`config.mk`:
```
export PLATFORM = sky130hd
export DESIGN_NAME = ysyx_23060203_wbu
export DESIGN_NICKNAME = d
export VERILOG_FILES = /design/src/rtl/ysyx_23060203_wbu.sv
export SDC_FILE = /design/constraint.sdc
export NUM_CORES = 2
export LEC_CHECK = 0
export CORE_UTILIZATION = 63
export CTS_BUF_LIST = sky130_fd_sc_hd__clkbuf_2 sky130_fd_sc_hd__clkbuf_4 sky130_fd_sc_hd__clkbuf_8
export CTS_CLUSTER_DIAMETER = 50
export CTS_CLUSTER_SIZE = 14
export DETAILED_ROUTE_END_ITERATION = 8
export DONT_BUFFER_PORTS = 1
export PLACE_DENSITY = 0.79
export SETUP_SLACK_MARGIN = 0.02
export SYNTH_ARGS = -nofsm -noshare
export SYNTH_HDL_FRONTEND = slang
export SYNTH_SLANG_ARGS = --single-unit
export TNS_END_PERCENT = 30
```
`constraint.sdc`:
```
create_clock -name clock -period 8.1 [get_ports clock]
set_input_delay 0.81 -clock clock [delete_from_list [all_inputs] [get_ports clock]]
set_output_delay 0.81 -clock clock [all_outputs]
set_load 0.1 [all_outputs]
```
`src/rtl/ysyx_23060203_wbu.sv`:
```
// ysyx_23060203_wbu -- write-back / commit stage.
// Accepts one finished instruction per cycle from execute and owns the
// integer register file and the machine-mode CSR file. Commits GPR/CSR
// writes, performs ecall/mret/fence.i side effects and raises a registered
// one-cycle flush carrying the redirect PC. Decode reads GPRs and CSRs
// through combinational ports that bypass the write committing this cycle.
//
// Optional feature macro: WBU_HPM_EN
//   defined   -> 64-bit mcycle/minstret counters at 0xB00/0xB80/0xB02/0xB82
//   undefined -> those addresses read 0 and ignore writes
module ysyx_23060203_wbu #(
  parameter int          NR_GPR    = 32,
  parameter logic [31:0] MTVEC_RST = 32'h0
) (
  input  logic        clock,
  input  logic        reset,
  // commit interface from execute
  input  logic        in_valid,
  output logic        in_ready,
  input  logic [31:0] in_pc,
  input  logic [4:0]  in_gpr_waddr,
  input  logic [31:0] in_gpr_wdata,
  input  logic        in_csr_wen,
  input  logic [11:0] in_csr_waddr,
  input  logic [31:0] in_csr_wdata,
  input  logic        in_exc,
  input  logic        in_ret,
  input  logic        in_fencei,
  // decode read ports
  input  logic [4:0]  gpr_raddr1,
  input  logic [4:0]  gpr_raddr2,
  output logic [31:0] gpr_rdata1,
  output logic [31:0] gpr_rdata2,
  input  logic [11:0] csr_raddr,
  output logic [31:0] csr_rdata,
  // pipeline redirect
  output logic        flush,
  output logic [31:0] flush_pc
);

  localparam int AW = (NR_GPR > 1) ? $clog2(NR_GPR) : 1;

  localparam logic [11:0] CSR_MSTATUS   = 12'h300;
  localparam logic [11:0] CSR_MTVEC     = 12'h305;
  localparam logic [11:0] CSR_MEPC      = 12'h341;
  localparam logic [11:0] CSR_MCAUSE    = 12'h342;
  localparam logic [11:0] CSR_MVENDORID = 12'hF11;
  localparam logic [11:0] CSR_MARCHID   = 12'hF12;
  localparam logic [11:0] CSR_MCYCLE    = 12'hB00;
  localparam logic [11:0] CSR_MCYCLEH   = 12'hB80;
  localparam logic [11:0] CSR_MINSTRET  = 12'hB02;
  localparam logic [11:0] CSR_MINSTRETH = 12'hB82;

  localparam logic [31:0] MSTATUS_RST   = 32'h0000_1800;
  localparam logic [31:0] MVENDORID_VAL = 32'h7973_7978;
  localparam logic [31:0] MARCHID_VAL   = 32'h015F_DEEB;
  localparam logic [31:0] ECALL_M_CAUSE = 32'd11;

  localparam int MSTATUS_MIE  = 3;
  localparam int MSTATUS_MPIE = 7;

  // ---------------------------------------------------------------------
  // Commit qualification
  // ---------------------------------------------------------------------
  logic commit;
  logic redirect;
  logic gpr_we;
  logic csr_we;

  // The slot following a flush is squashed; nothing commits under reset.
  assign commit   = in_valid & ~flush & reset;
  assign redirect = commit & (in_exc | in_ret | in_fencei);
  assign in_ready = 1'b1;

  // Destination register is real: nonzero and inside the implemented file.
  function automatic logic gpr_addr_ok(input logic [4:0] a);
    return (a != 5'd0) && ({27'd0, a} < 32'(NR_GPR));
  endfunction

  // Addresses that hold state and accept software writes.
  function automatic logic csr_writable(input logic [11:0] a);
    logic ok;
    ok = 1'b0;
    case (a)
      CSR_MSTATUS, CSR_MTVEC, CSR_MEPC, CSR_MCAUSE: ok = 1'b1;
`ifdef WBU_HPM_EN
      CSR_MCYCLE, CSR_MCYCLEH, CSR_MINSTRET, CSR_MINSTRETH: ok = 1'b1;
`endif
      default: ok = 1'b0;
    endcase
    return ok;
  endfunction

  assign gpr_we = commit & gpr_addr_ok(in_gpr_waddr);
  assign csr_we = commit & in_csr_wen & csr_writable(in_csr_waddr);

  // ---------------------------------------------------------------------
  // GPR file
  // ---------------------------------------------------------------------
  logic [31:0] gpr [NR_GPR];

  // Register file: cleared on reset, written by committing instructions.
  // NOTE: the array is reset because software may read any register before
  // writing it; this forces flops rather than a RAM macro, which is the
  // intended implementation for a register file this small.
  always_ff @(posedge clock) begin
    if (!reset) begin
      for (int i = 0; i < NR_GPR; i++) gpr[i] <= '0;
    end else if (gpr_we) begin
      gpr[in_gpr_waddr[AW-1:0]] <= in_gpr_wdata;
    end
  end

  // Decode read ports with write-through from the instruction committing now.
  // NOTE: every combinational output gets a default before any branch so no
  // path leaves it unassigned, which would otherwise infer a latch.
  always_comb begin
    gpr_rdata1 = '0;
    gpr_rdata2 = '0;
    if (gpr_addr_ok(gpr_raddr1)) begin
      if (gpr_we && (in_gpr_waddr == gpr_raddr1)) gpr_rdata1 = in_gpr_wdata;
      else                                         gpr_rdata1 = gpr[gpr_raddr1[AW-1:0]];
    end
    if (gpr_addr_ok(gpr_raddr2)) begin
      if (gpr_we && (in_gpr_waddr == gpr_raddr2)) gpr_rdata2 = in_gpr_wdata;
      else                                         gpr_rdata2 = gpr[gpr_raddr2[AW-1:0]];
    end
  end

  // ---------------------------------------------------------------------
  // Machine-mode CSRs
  // ---------------------------------------------------------------------
  logic [31:0] mstatus, mtvec, mepc, mcause;
  logic [31:0] mstatus_nxt, mepc_nxt, mcause_nxt, mtvec_nxt;

  // Next CSR values: software write first, trap side effects override it.
  always_comb begin
    mstatus_nxt = mstatus;
    mtvec_nxt   = mtvec;
    mepc_nxt    = mepc;
    mcause_nxt  = mcause;
    if (csr_we) begin
      case (in_csr_waddr)
        CSR_MSTATUS: mstatus_nxt = in_csr_wdata;
        CSR_MTVEC:   mtvec_nxt   = in_csr_wdata;
        CSR_MEPC:    mepc_nxt    = in_csr_wdata;
        CSR_MCAUSE:  mcause_nxt  = in_csr_wdata;
        default: ;
      endcase
    end
    if (commit && in_exc) begin
      mepc_nxt                  = in_pc;
      mcause_nxt                = ECALL_M_CAUSE;
      mstatus_nxt[MSTATUS_MPIE] = mstatus[MSTATUS_MIE];
      mstatus_nxt[MSTATUS_MIE]  = 1'b0;
    end else if (commit && in_ret) begin
      mstatus_nxt[MSTATUS_MIE]  = mstatus[MSTATUS_MPIE];
      mstatus_nxt[MSTATUS_MPIE] = 1'b1;
    end
  end

  // CSR state register.
  // NOTE: clocked state uses non-blocking assignments so every flop samples
  // the pre-edge values regardless of statement or process order.
  always_ff @(posedge clock) begin
    if (!reset) begin
      mstatus <= MSTATUS_RST;
      mtvec   <= MTVEC_RST;
      mepc    <= '0;
      mcause  <= '0;
    end else begin
      mstatus <= mstatus_nxt;
      mtvec   <= mtvec_nxt;
      mepc    <= mepc_nxt;
      mcause  <= mcause_nxt;
    end
  end

`ifdef WBU_HPM_EN
  // ---------------------------------------------------------------------
  // Hardware performance counters
  // ---------------------------------------------------------------------
  logic [63:0] mcycle, minstret;
  logic [63:0] mcycle_nxt, minstret_nxt;

  // Counters advance, then a software write to either half replaces that half.
  always_comb begin
    mcycle_nxt   = mcycle + 64'd1;
    minstret_nxt = minstret + {63'd0, commit};
    if (csr_we) begin
      case (in_csr_waddr)
        CSR_MCYCLE:    mcycle_nxt[31:0]    = in_csr_wdata;
        CSR_MCYCLEH:   mcycle_nxt[63:32]   = in_csr_wdata;
        CSR_MINSTRET:  minstret_nxt[31:0]  = in_csr_wdata;
        CSR_MINSTRETH: minstret_nxt[63:32] = in_csr_wdata;
        default: ;
      endcase
    end
  end

  // Counter registers; held at zero through reset.
  always_ff @(posedge clock) begin
    if (!reset) begin
      mcycle   <= '0;
      minstret <= '0;
    end else begin
      mcycle   <= mcycle_nxt;
      minstret <= minstret_nxt;
    end
  end
`endif

  // Decode CSR read port with write-through for a committing CSR write.
  always_comb begin
    csr_rdata = '0;
    case (csr_raddr)
      CSR_MSTATUS:   csr_rdata = mstatus;
      CSR_MTVEC:     csr_rdata = mtvec;
      CSR_MEPC:      csr_rdata = mepc;
      CSR_MCAUSE:    csr_rdata = mcause;
      CSR_MVENDORID: csr_rdata = MVENDORID_VAL;
      CSR_MARCHID:   csr_rdata = MARCHID_VAL;
`ifdef WBU_HPM_EN
      CSR_MCYCLE:    csr_rdata = mcycle[31:0];
      CSR_MCYCLEH:   csr_rdata = mcycle[63:32];
      CSR_MINSTRET:  csr_rdata = minstret[31:0];
      CSR_MINSTRETH: csr_rdata = minstret[63:32];
`endif
      default:       csr_rdata = '0;
    endcase
    if (csr_we && (in_csr_waddr == csr_raddr)) csr_rdata = in_csr_wdata;
  end

  // ---------------------------------------------------------------------
  // Flush / redirect
  // ---------------------------------------------------------------------
  logic [31:0] redirect_pc;

  // Redirect target uses CSR values as they stood before this commit.
  always_comb begin
    redirect_pc = in_pc + 32'd4;
    if (in_exc)      redirect_pc = mtvec;
    else if (in_ret) redirect_pc = mepc;
  end

  // One-cycle flush pulse; the target is held between pulses.
  always_ff @(posedge clock) begin
    if (!reset) begin
      flush    <= 1'b0;
      flush_pc <= '0;
    end else begin
      flush <= redirect;
      if (redirect) flush_pc <= redirect_pc;
    end
  end

endmodule

```
After elaboration in Yosys (flattened, before gate mapping)
Memories as Yosys holds them, arrays and structs flattened. Cells that the tools add are included.

Output and inout bits: 130. Flip-flop bits (word level): 161. Memory bits (writable): 1024. Bits in latches: 0. Bits of input ports: 142. Memories kept: 1. Word-level logic and storage cells: 86. Memory bits (read-only): 0.

$lt $le $gt $ge: 0. Bitwise gates (word level): 10. Multipliers: 0. Multiplexer cells: 27. Shifts and indexed selects: 0. Reductions and logical operators: 25. Eq/ne operators: 13. Add/sub/neg operators: 1. Div/mod/pow operators: 0.

Memories: gpr (words 32, bits a word 32, read ports 2, clocked after Yosys merged registers in 0, wr ports 32, line 100) `logic [31:0] gpr [NR_GPR];`.

Operators with widths (count): $mux 32 (11); $pmux 32 s6 (1); $eq 12x10->1 const B (8); $add 32x3->32 const B (1); $reduce_or 32->1 (1); $eq 12x12->1 const B (2); $mux 8 (2); $reduce_bool 5->1 (3); $reduce_and 2->1 (7); $eq 12x12->1 (1); $mux 4 (3); $eq 5x5->1 (2); $reduce_bool 2->1 (5); $mux 1 (9); $and 1x1->1 (6); $reduce_bool 3->1 (2); $logic_and 1x1->1 (5); $mux 5 (1); $reduce_or 4->1 (1); $not 1->1 (2); $or 1x1->1 (2); $reduce_or 2->1 (1).

Logic depth before layout (Yosys ltp)
Word-level depth: 9. Depth in mapped cells: 9. Gate-level depth less buffers: 6.

Worst setup path before layout
OpenSTA, ideal clock, no wires.

Kind: input to output. Start: in in_gpr_waddr[2]. End: out gpr_rdata1[11]. Buffers on the path: 3. Stages: 7. Arrival time: 4.482 ns. Data required time: 7.290 ns. Slack: 2.808 ns. Path through: buf_2 > or3_1 > buf_2 > o31ai_1 > o31ai_1 > clkbuf_1 > o31ai_1.

Word-level cells in the longest chain between the ends: 5. Elaborated cells between the ends (all ways): 6. Those cells by class: eq/ne: 1; mux: 2; bitwise: 1; reduce/logical: 2.

RTL lines: start: declaration (line 21) `input logic [4:0] in_gpr_waddr,`; $reduce_bool 5->1 (line 77) `return (a != 5'd0) && ({27'd0, a} < 32'(NR_GPR));`; $and 1x1->1 (line 94) `assign gpr_we = commit & gpr_addr_ok(in_gpr_waddr);`; $logic_and 1x1->1 (*) (line 121) `if (gpr_we && (in_gpr_waddr == gpr_raddr1)) gpr_rdata1 = in_gpr_wdata;`; $mux 32 (*) (line 121); $mux 32 (*) (line 120) `if (gpr_addr_ok(gpr_raddr1)) begin`; end: declaration (line 32) `output logic [31:0] gpr_rdata1,`.

Every way passes the cells marked *; elsewhere a longest branch is shown, timed or not.

Final worst setup path
Start: reg flush. End: out gpr_rdata2[8].

Word-level cells in the longest chain between the ends: 7.

RTL lines: start: declaration (line 37) `output logic flush,`; start signal: assignment (line 252) `flush <= redirect;`; $not 1->1 (line 71) `assign commit = in_valid & ~flush & reset;`; $and 1x1->1 (2 in a row) (line 71); $and 1x1->1 (line 94); $logic_and 1x1->1 (line 125) `if (gpr_we && (in_gpr_waddr == gpr_raddr2)) gpr_rdata2 = in_gpr_wdata;`; $mux 32 (line 125); $mux 32 (line 124) `if (gpr_addr_ok(gpr_raddr2)) begin`; end: declaration (line 33) `output logic [31:0] gpr_rdata2,`.

No other way between the ends.

==> metrics <==
first-pass detailed-route iteration total=9; period utilisation layout=65.54%; cell count after synthesis=4865; cell area after synthesis=63210 µm²; TritonCTS clock tree=yes; commonest register cell after synthesis=edfxtp_1; flops & latches, synth=1185; Top cell by count, worst path=buf_4; synth unique cells=79; total power=13.03 mW; Hold Path Class=input pin to register; Sum Neg Setup Slack=0 ns; io pins=272; largest net degree at the start of global routing=291; RSZ-0062 raised after global routing=false; Die Y=318.7 µm; DIE AREA=101600 µm²; kind of critical path=register to output pin; Die Wd=318.7 µm; row cnt=115; CP Cell Sequence=and3b_1 -> buf_4 -> o311ai_4 -> o21ai_4 -> buf_4 -> o22ai_1 -> nor2_2; Max Fclk=188.4 MHz; Avg Cell Area, Syn=12.99 µm²; stages on the worst setup path=7; worst slack, placed=3.304 ns; Area Overhead vs Synth=6.538%; Buffers on Ports=0; drt first-iter violations=7950; Setup crit end=gpr_rdata2[8]; status=finished clean; first-pass GRT wire length=308000 µm; Worst Setup SP=flush; Final #Nets=4761; Vias/cell=7.550; CTS sink cnt=1185; ANT nets after route=0; Remaining Overflow, GRT=0; commonest cells after routing, fill and taps aside=1024 x edfxtp_1, 998 x and2_1, 467 x mux4_2, 349 x nand2_1, 190 x a21oi_1; RR Startpoint=flush; antenna violations before repair=9; CTS Buf Count=132; crit path max-delay cell type=nor2_2; CP Max Fanout=23; CTS Hold Bufs=0; Worst Path Buf+Inv=2; pins over their slew limit=0; HPWL Detailed=128300 µm; DRC violations left=0; postcts setup bufs=0; Clock Tree Buf Depth=3; Yosys warning total=0; top-area cell type share of the netlist area=48.65%; worst vdd ir=0.1789 mV; clock skew=0.03487 ns; critical path endpoint category=output pin; Final WS setup=2.791 ns; root buf cell=clkbuf_8; most common cell after layout, fill and taps aside=edfxtp_1; core footprint=98850 µm²; minimum clock period=5.309 ns; initial core utilization=63.94%; r2r setup slk=4.47 ns; post-CTS resize count=0; routed wire length=216100 µm; EDFF count, synth=1024; P_leak=23.04 nW; Final Hold Fails=0; register clock-pin slew on the reported worst setup and hold paths=0.10 ns; DP Area=64560 µm²; critical path arrival=4.50 ns; Max stage delay on crit path=0.92 ns; Post-synth ARST share=0%; final RePlAce weighted congestion=0.9853; CP delay by family, top=simple AND/OR/NAND/NOR gates; fraction of layout cells with a size suffix above 1=20.91%; Reg2Reg Depth=8; Global Route Usage Sum=42.57%; CP Data Required Time=7.29 ns; routed len/inst=35.95 µm; maxcap violations=0; Seq/Total Area, Yosys=53.75%; Vias=45380; H-tree level count=4; PD cells=193.5 nW/µm²; Setup-failing EPs final=0; leading area contributor after synthesis=edfxtp_1; Slew headroom=10.62%; vias in the first global route=43920; Worst-Margin Slew=1.341 ns; Final Cell Area=67340 µm²; clk_lat worst skew=0.89 ns; crit path launch type=register; Worst R2R End=flush_pc[25]; leading post-synthesis cells by cell area=edfxtp_1 49%, mux4_2 17%, and2_1 9.9%
power breakdown:
group / leakage, nW / total, mW / internal, mW / switching, mW
logic: 9.97 / 1.65 / 0.566 / 1.08
registers: 11.7 / 7.06 / 6.85 / 0.205
clock network: 1.40 / 4.32 / 1.94 / 2.38
total: 23.0 / 13.0 / 9.36 / 3.67
synth_stat cells, types with 9 or more instances:
cell type,n
nor2_1,122
xor2_1,19
nand4_1,12
nand2_1,350
mux2_2,22
a31oi_1,42
a22o_1,39
o21ai_0,143
o32a_1,9
dfxtp_1,161
buf_1,28
o22ai_1,112
inv_1,20
mux2i_1,113
a211oi_1,26
a22oi_1,120
nand3_1,35
and2_1,999
o211ai_1,9
buf_2,93
nor2b_1,13
a21oi_1,190
o2bb2ai_1,44
clkbuf_1,390
nor3_1,14
nor4_1,19
edfxtp_1,1024
a221oi_1,29
o221ai_1,18
xnor2_1,19
mux4_2,467
or3_1,18
final cells by class:
| type | instances | area [µm²] |
|---|---|---|
| clock inverter | 79 | 689.4 |
| tap | 1287 | 1610 |
| clock buffer | 158 | 2081 |
| sequential | 1185 | 33970 |
| multi-input combinational | 3171 | 28100 |
| fill | 6767 | 31510 |
| timing repair buffer | 106 | 795.8 |
| inverter | 22 | 85.08 |
| antenna | 3 | 7.507 |
sequential cells by signal, summed over array words and instances (netlist names):
register  count
mtvec        32
mstatus      32
flush         1
mepc         32
gpr        1024
mcause       32
flush_pc     32
how the worst min path moves through the flow:
stage | start | to | cells after the start
after CTS | reset | mstatus[12] | 1
final | in_csr_wdata[4] | mtvec[4] | 2
after global placement | mstatus[13] | mstatus[13] | 2
after detailed placement | mstatus[4] | mstatus[4] | 2
after global routing | in_csr_wdata[14] | mcause[14] | 2
after floorplan | mstatus[29] | mstatus[29] | 2
layer usage:
metal  share of wire (%)  routed length, µm  track usage [%]  up-vias
met4                 7.4              15930            25.49        4
met2                  44              94030            62.09     4336
met5               0.022                 47                0        -
met1                  32              69760            54.66    22170
met3                  17              36340            15.71      924
li1                    -                  -                -    17950
kinds of logic after synthesis:
kind of cell,after synthesis,synth area share [%]
AO/OA/AOI/OAI,847,8.894
XOR/XNOR,38,0.5266
adder cells (fa/ha/maj),1,0.01979
buffers and inverters,540,3.429
flip-flops,1185,53.75
multiplexers,602,18.82
other,2,0.01188
AND/OR/NAND/NOR,1650,14.55
metrics by stage:
stage                     utilization, %  instances  hold slack, ns
after global placement             65.31       5771          0.4386
after global routing               68.12       6009         0.05470
after detailed placement           65.31       5771          0.4440
after CTS                          68.11       6008        0.008706
final                              68.12       6011         0.05596
after floorplan                        -       4896          0.4273
Note: power is estimated with default switching activity, not from simulation.
